## src/rtl/branch_update_queue.sv

```systemverilog
// Branch update queue: tracks in-flight predicted branches from IF until
// EX/MEM resolves them, emits predictor updates and front-end redirects.
module branch_update_queue #(
  parameter int GHR_WIDTH = 10,
  parameter int DEPTH     = 4
) (
  input  logic                      clk,
  input  logic                      rst_n,
  input  logic                      alloc_valid,
  output logic                      alloc_ready,
  input  logic [31:0]               alloc_pc,
  input  logic [31:0]               alloc_pred_target,
  input  logic                      alloc_pred_taken,
  input  logic                      alloc_is_cond,
  input  logic [GHR_WIDTH-1:0]      alloc_ghr,
  input  logic                      resolve_valid,
  input  logic                      resolve_taken,
  input  logic [31:0]               resolve_target,
  input  logic                      flush_in,
  output logic                      upd_valid,
  output logic [31:0]               upd_pc,
  output logic                      upd_taken,
  output logic                      upd_is_cond,
  output logic [GHR_WIDTH-1:0]      upd_ghr,
  output logic                      mispredict,
  output logic [31:0]               redirect_pc,
  output logic [$clog2(DEPTH):0]    occupancy,
  output logic                      resolve_err,
  output logic [15:0]               mispredict_cnt
);

  localparam int PW = $clog2(DEPTH);
  localparam int OW = PW + 1;

  typedef struct packed {
    logic [31:0]          pc;
    logic [31:0]          tgt;
    logic                 taken;
    logic                 is_cond;
    logic [GHR_WIDTH-1:0] ghr;
  } entry_t;

  entry_t        mem [DEPTH];
  logic [PW-1:0] head, tail;
  entry_t        hd;
  logic          full, empty, do_alloc, do_res, mp, squash;

  // Accept / pop / mispredict decode for this cycle
  always_comb begin
    hd          = mem[head];
    full        = (occupancy == OW'(DEPTH));
    empty       = (occupancy == '0);
    alloc_ready = !full && !flush_in;
    do_res      = resolve_valid && !empty;
    mp          = do_res && ((resolve_taken != hd.taken) ||
                             (resolve_taken && (resolve_target != hd.tgt)));
    // a mispredict squashes the same-cycle alloc as wrong-path
    squash      = mp || flush_in;
    do_alloc    = alloc_valid && alloc_ready && !mp;
  end

  // Entry storage, written at tail on accepted alloc
  always_ff @(posedge clk or negedge rst_n) begin
    if (!rst_n) begin
      for (int i = 0; i < DEPTH; i++) mem[i] <= '0;
    end else if (do_alloc) begin
      mem[tail] <= '{pc: alloc_pc, tgt: alloc_pred_target, taken: alloc_pred_taken,
                     is_cond: alloc_is_cond, ghr: alloc_ghr};
    end
  end

  // Pointers and occupancy; squash empties the queue by snapping head to tail
  always_ff @(posedge clk or negedge rst_n) begin
    if (!rst_n) begin
      head      <= '0;
      tail      <= '0;
      occupancy <= '0;
    end else if (squash) begin
      head      <= tail;
      occupancy <= '0;
    end else begin
      if (do_alloc) tail <= tail + PW'(1);
      if (do_res)   head <= head + PW'(1);
      occupancy <= occupancy + OW'(do_alloc) - OW'(do_res);
    end
  end

  // Registered predictor update, redirect and error outputs
  always_ff @(posedge clk or negedge rst_n) begin
    if (!rst_n) begin
      upd_valid      <= 1'b0;
      upd_pc         <= '0;
      upd_taken      <= 1'b0;
      upd_is_cond    <= 1'b0;
      upd_ghr        <= '0;
      mispredict     <= 1'b0;
      redirect_pc    <= '0;
      resolve_err    <= 1'b0;
      mispredict_cnt <= '0;
    end else begin
      upd_valid   <= do_res;
      mispredict  <= mp;
      resolve_err <= resolve_valid && empty;
      if (do_res) begin
        upd_pc      <= hd.pc;
        upd_taken   <= resolve_taken;
        upd_is_cond <= hd.is_cond;
        upd_ghr     <= hd.ghr;
      end
      if (mp) begin
        redirect_pc <= resolve_taken ? resolve_target : hd.pc + 32'd4;
        if (mispredict_cnt != 16'hFFFF) mispredict_cnt <= mispredict_cnt + 16'd1;
      end
    end
  end

endmodule

```

## config.mk

```make
export PLATFORM = sky130hd
export DESIGN_NAME = branch_update_queue
export DESIGN_NICKNAME = d
export VERILOG_FILES = /design/src/rtl/branch_update_queue.sv
export SDC_FILE = /design/constraint.sdc
export NUM_CORES = 1
export LEC_CHECK = 0
export BUFFER_PORTS_ARGS = -buffer_cell sky130_fd_sc_hd__buf_2
export CAP_MARGIN = 20
export CELL_PAD_IN_SITES_DETAIL_PLACEMENT = 0
export CELL_PAD_IN_SITES_GLOBAL_PLACEMENT = 2
export CORE_ASPECT_RATIO = 0.7
export CORE_MARGIN = 3
export CORE_UTILIZATION = 43
export CTS_BUF_LIST = sky130_fd_sc_hd__clkbuf_8
export DETAILED_ROUTE_END_ITERATION = 8
export GPL_TIMING_DRIVEN = 0
export PLACE_DENSITY_LB_ADDON = 0.25
export SETUP_SLACK_MARGIN = 0.05
export SLEW_MARGIN = 10
export SYNTH_ARGS = -nofsm -noshare
export SYNTH_HDL_FRONTEND = slang
export SYNTH_SLANG_ARGS = --single-unit
```

## constraint.sdc

```tcl
create_clock -name clk -period 4.89 [get_ports clk]
set_input_delay 0.2445 -clock clk [delete_from_list [all_inputs] [get_ports clk]]
set_output_delay 0.2445 -clock clk [all_outputs]
set_load 0.005 [all_outputs]
```

After elaboration in Yosys (flattened, before gate mapping)
Cells that the tools add are included.

$lt $le $gt $ge: 3. Equality and inequality tests: 4. Bitwise logic cells: 3. Reduce and logical (&&, ||, !) cells: 18. Multiplexer cells: 10. Add/sub/neg operators: 6.

Operators with widths (count): $bwmux W304 (1); $mux W76 (3); $bmux W76 S2 (1); $demux W76 S2 (1); $add A32 B3 Y32 const B (1); $mux W32 (1); $ne A32 B32 Y1 (1); $add A16 B1 Y16 const B (1); $ne A16 B16 Y1 const B (1); $logic_and A1 B1 Y1 (8); $ge A3 B3 Y1 const B (2); $not A2 Y3 (2); $add A2 B1 Y2 const B (2); $logic_not A1 Y1 (4); $mux W2 (2); $reduce_and A2 Y1 (2); $add A3 B1 Y3 (1); $eq A3 B3 Y1 const B (1); $logic_not A3 Y1 (1); $lt A3 B1 Y1 const B (1); $mux W3 (1); $sub A3 B1 Y3 (1); $logic_or A1 B1 Y1 (2); $reduce_bool A2 Y1 (1); 2 further kinds (2).

Register bits after elaboration: 406. Output and inout bits: 99. Input bits: 114.

Logic depth before layout (Yosys ltp)
Depth after elaboration: 13. Mapped depth: 17.

Worst setup path before layout
No wires, ideal clock.

Kind: register to register. Start: register head[0]. End: register occupancy[2]. Data required time: 4766 ps. Slack: 1197 ps. Path buffers: 3. Stages on the path, launching flop included: 17. Data arrival time: 3568 ps. Library setup time: 124 ps. Cell sequence: dfrtp_1 -> buf_6 -> buf_6 -> mux4_2 -> xnor2_1 -> nand3_1 -> a211oi_2 -> and4_1 -> buf_4 -> o21ai_0 -> ha_1 -> inv_1 -> ha_1 -> fa_1 -> xnor2_1 -> xnor2_1 -> nor3_1.

Cells in the longest elaborated chain, start to end: 13.

RTL lines: start: declaration (line 44) `logic [PW-1:0] head, tail;`; start signal: assignment (line 79) `head <= tail;`; start signal: assignment (line 83) `if (do_res) head <= head + PW'(1);`; $not A2 Y3 (implied by the code) (*) (line 50) `hd = mem[head];`; $bmux W76 S2 (*) (line 50); $mux W76 (implied by the code) (*) (2 in series) (line 50); $ne A32 B32 Y1 (line 56) `(resolve_taken && (resolve_target != hd.tgt)));`; $logic_and A1 B1 Y1 (line 56); $logic_or A1 B1 Y1 (*) (line 55) `mp = do_res && ((resolve_taken != hd.taken) ||`; $logic_and A1 B1 Y1 (*) (line 55); $logic_not A1 Y1 (line 59) `do_alloc = alloc_valid && alloc_ready && !mp;`; $logic_and A1 B1 Y1 (line 59); $add A3 B1 Y3 (line 84) `occupancy <= occupancy + OW'(do_alloc) - OW'(do_res);`; $sub A3 B1 Y3 (line 84); $mux W3 (*) (line 78) `end else if (squash) begin`; end signal: assignment (line 84); end: declaration (line 27) `output logic [$clog2(DEPTH):0] occupancy,`.

Every way passes the cells marked *; elsewhere a longest branch is shown, timed or not. The select of a mux whose other input is x is not followed. A chain may end at the register's enable or synchronous reset.

Worst setup path after layout
Ends and elaborated chain as after synthesis.

==> impl_metrics.ini <==
[run_status]
status = complete, no violations

[synthesis]
netlist.area_leader.share_pct = 53.26
synth_ff_type = dfrtp_1
yosysSeqAreaShare_pct = 53.26
synth-edff-count = 0
synthCells = 1363
ys_ff_latch = 406
synth_top_area_cell = dfrtp_1
mappedNetlistArea_um2 = 19080
async_flop_share_pct = 100.0
synth_cell_types = 58
yosysMostFrequentCell = dfrtp_1
syn_avg_cell_area_um2 = 14.00
synth_common_cells = dfrtp_1 (406), mux2_1 (185), nand2_1 (170)
yosys_warnings = 0
syn-num-nets = 1486
synthTopCellsByArea = dfrtp_1 (53%), mux2_1 (11%), mux2_2 (9.4%)

[worst_setup_path]
required_ps = 5370
r2r_cells = 16
reg2reg_slack_ps = 280
crit_path_end_kind = flop
rr_startpoint = head[0]
arrival_ps = 5090
endpoint = occupancy[2]
cp-startpoint = head[0]
cp-start-kind = flop
crit_path_max_fanout = 10
critical_path_class = reg2reg
r2r-end = occupancy[2]

[sta]
slew_viol_final = 0
fin_crit_sh_pct = 94.22
fin_worst_skew_ps = 24.59
min_period_ps = 4607
relSlewSlack_pct = 25.05
hold_viol = 0
holdWs_ps = 37.48
max_freq_mhz = 217.0
setup_viol = 0
rsz0062_at_grt = no
worst_pin_slew_ps = 1114
final.setup.worst_slack_ps = 282.7

[cells_and_area]
fillers = 3741
nets = 1853
multi_input_area_um2 = 8165
drive_above_1_share_pct = 34.53
stdcell_area_um2 = 23210
register_area_um2 = 10160
final_cells = 2367
utilization_pct = 53.93
syn2layout_area_growth_pct = 21.66

[flow_run]
cap_violations = 0

[worst_hold_path]
hold_depth = 4
min_path_type = in2reg

[route]
drt_drc_violations_left = 0
routed_wl_um = 54900
antenna_left = 0
vias = 12620
viasPerCell = 5.332
drtIter0Drc = 945
avgRoutedWirePerCell_um = 23.19
drt_pass1_iterations = 5

[cts]
cts_setup_buffers = 0
cts_buffers = 68
cts_tree = built
cts_buffer_depth = 3
clk_pin_slew_ps = 60
cts.sinks = 406
clkLatencyLatePin_ps = 620
cts_root_buf = clkbuf_8
htree_levels = 3

[power]
switchingPower_w = 0.005299
powerDensity_nw_per_um2 = 647.6
p_clk_share_pct = 20.4
ir_drop_uv = 267.0
pwr-share-seq_pct = 38.8
p_leak_nw = 10.41
internal_power_w = 0.009732
p_comb_share_pct = 40.8
switching_share_pct = 35.25

[floorplan]
io-pin-count = 213
die_h_um = 182.2
die_w_um = 257.8
rows = 63
die-area_um2 = 46970
core_area_um2 = 43040
start_util_pct = 44.33

[grt]
use_met3_pct = 4.702
grt_first_pass_wirelength_um = 83410
grt_max_degree = 90
grt_util_all_layers_pct = 23.65
grt-ovfl-total = 0
antenna_found_initial = 2
first_global_vias = 13152
met2_usage_pct = 33.85
grtUsageMet1_pct = 36.24
grt.busiest_layer = met1

[placed_design]
placed_cell_area_um2 = 20990
dp_hpwl_um = 39720
port_buffers = 212
place_inst = 2164
post-place-ws_ps = 109.8
gp_congestion = 0.7957
==> metal layers <==
layer	wire length, um	part of all wire, %	vias up
met5	13	0.024	-
met4	1415	2.6	2
met3	3077	5.6	78
met2	23370	43	335
met1	27020	49	6551
li1	-	-	5654
==> stage by stage <==
stage	TNS (ps)	power [W]
detailed placement	0	0.01196
global route	0	0.01600
global placement	-1832890	0.01176
floorplan	0	0.009844
finish	0	0.01503
CTS	0	0.01514
==> repair_timing <==
| action | in CTS | in global routing |
|---|---|---|
| hold buffers | 81 | 0 |
| endpoints found under the hold margin | 378 | 0 |
| resized for setup | 0 | 3 |
| endpoints found under the setup margin | 0 | 1 |
==> power groups by stage <==
stage / Sequential [W] / Clock (W) / Combinational [W]
2_1_floorplan: 0.00562 / 0 / 0.00423
3_3_place_gp: 0.00582 / 0 / 0.00595
3_5_place_dp: 0.00588 / 0 / 0.00609
4_1_cts: 0.00582 / 0.00315 / 0.00617
5_1_grt: 0.00602 / 0.00331 / 0.00667
6_report: 0.00583 / 0.00307 / 0.00614
==> cell usage in the layout (no fill, tap or decap), drive strengths merged, types with 2 or more instances in the layout <==
cell type / netlist / final
mux2: 344 / 344
or2: 3 / 3
and2: 5 / 5
a222oi: 2 / 2
mux2i: 26 / 26
o2111ai: 4 / 4
and4: 4 / 4
nand4: 19 / 19
clkbuf: 16 / 105
nand2: 170 / 170
dfrtp: 406 / 406
and3: 3 / 3
nor2: 17 / 17
ha: 8 / 8
a21oi: 10 / 10
buf: 58 / 274
clkinv: 1 / 7
o21ai: 39 / 39
mux4: 65 / 65
nand3: 20 / 20
xnor2: 50 / 50
dlygate4sd3: 0 / 81
or3: 2 / 2
nand2b: 4 / 4
inv: 19 / 43
xor2: 21 / 21
nor3: 13 / 13
a2bb2oi: 3 / 3
a31oi: 4 / 4
nor4: 11 / 11
or4: 2 / 2
==> flip-flops by register name, summed over array words and instances, names as in the netlist, 2 cells and up <==
| register | cells |
|---|---|
| redirect_pc | 32 |
| upd_ghr | 10 |
| mispredict_cnt | 16 |
| occupancy | 3 |
| tail | 2 |
| mem | 304 |
| head | 2 |
| upd_pc | 32 |
==> worst min-delay path by stage <==
stage | from | endpoint | slack [ps]
after floorplan | rst_n | head[0] | -50
after global placement | upd_ghr[5] | upd_ghr[5] | 450
after detailed placement | rst_n | upd_pc[23] | 260
after CTS | resolve_target[2] | redirect_pc[2] | 0.9
after global routing | resolve_target[19] | redirect_pc[19] | 30
final | resolve_target[19] | redirect_pc[19] | 40
==> final cells by class <==
type	count	share of cell area, %
flip-flops and latches	406	43.77
multi-input cells	863	35.18
repair buffers	297	8.582
clock buffers	89	5.278
well taps	585	3.154
plain buffers	74	3.019
clock inverters	32	0.6792
inverters	20	0.3234
diodes	1	0.01078
==> worst max-delay path, stage by stage, from the launching register on <==
cell      delay (ps)
dfrtp_1          480
buf_6            260
buf_6            250
mux4_2           590
xnor2_2          260
nand4_1          220
a211oi_4         370
and4_1           270
buf_4            180
o21ai_0          220
ha_1             360
inv_1             40
ha_1             180
fa_1             380
xnor2_1          190
xnor2_1          150
nor3_1            60
==> kinds of logic after synthesis <==
logic type / after synthesis / synth area share, %
mux: 435 / 29.36
buf+inv: 94 / 4.066
xor+xnor: 71 / 3.260
flops: 406 / 53.26
fa+ha+maj: 9 / 0.6297
compound gates: 71 / 2.597
simple gates: 277 / 6.834
Note: power is estimated with default switching activity, not from simulation.
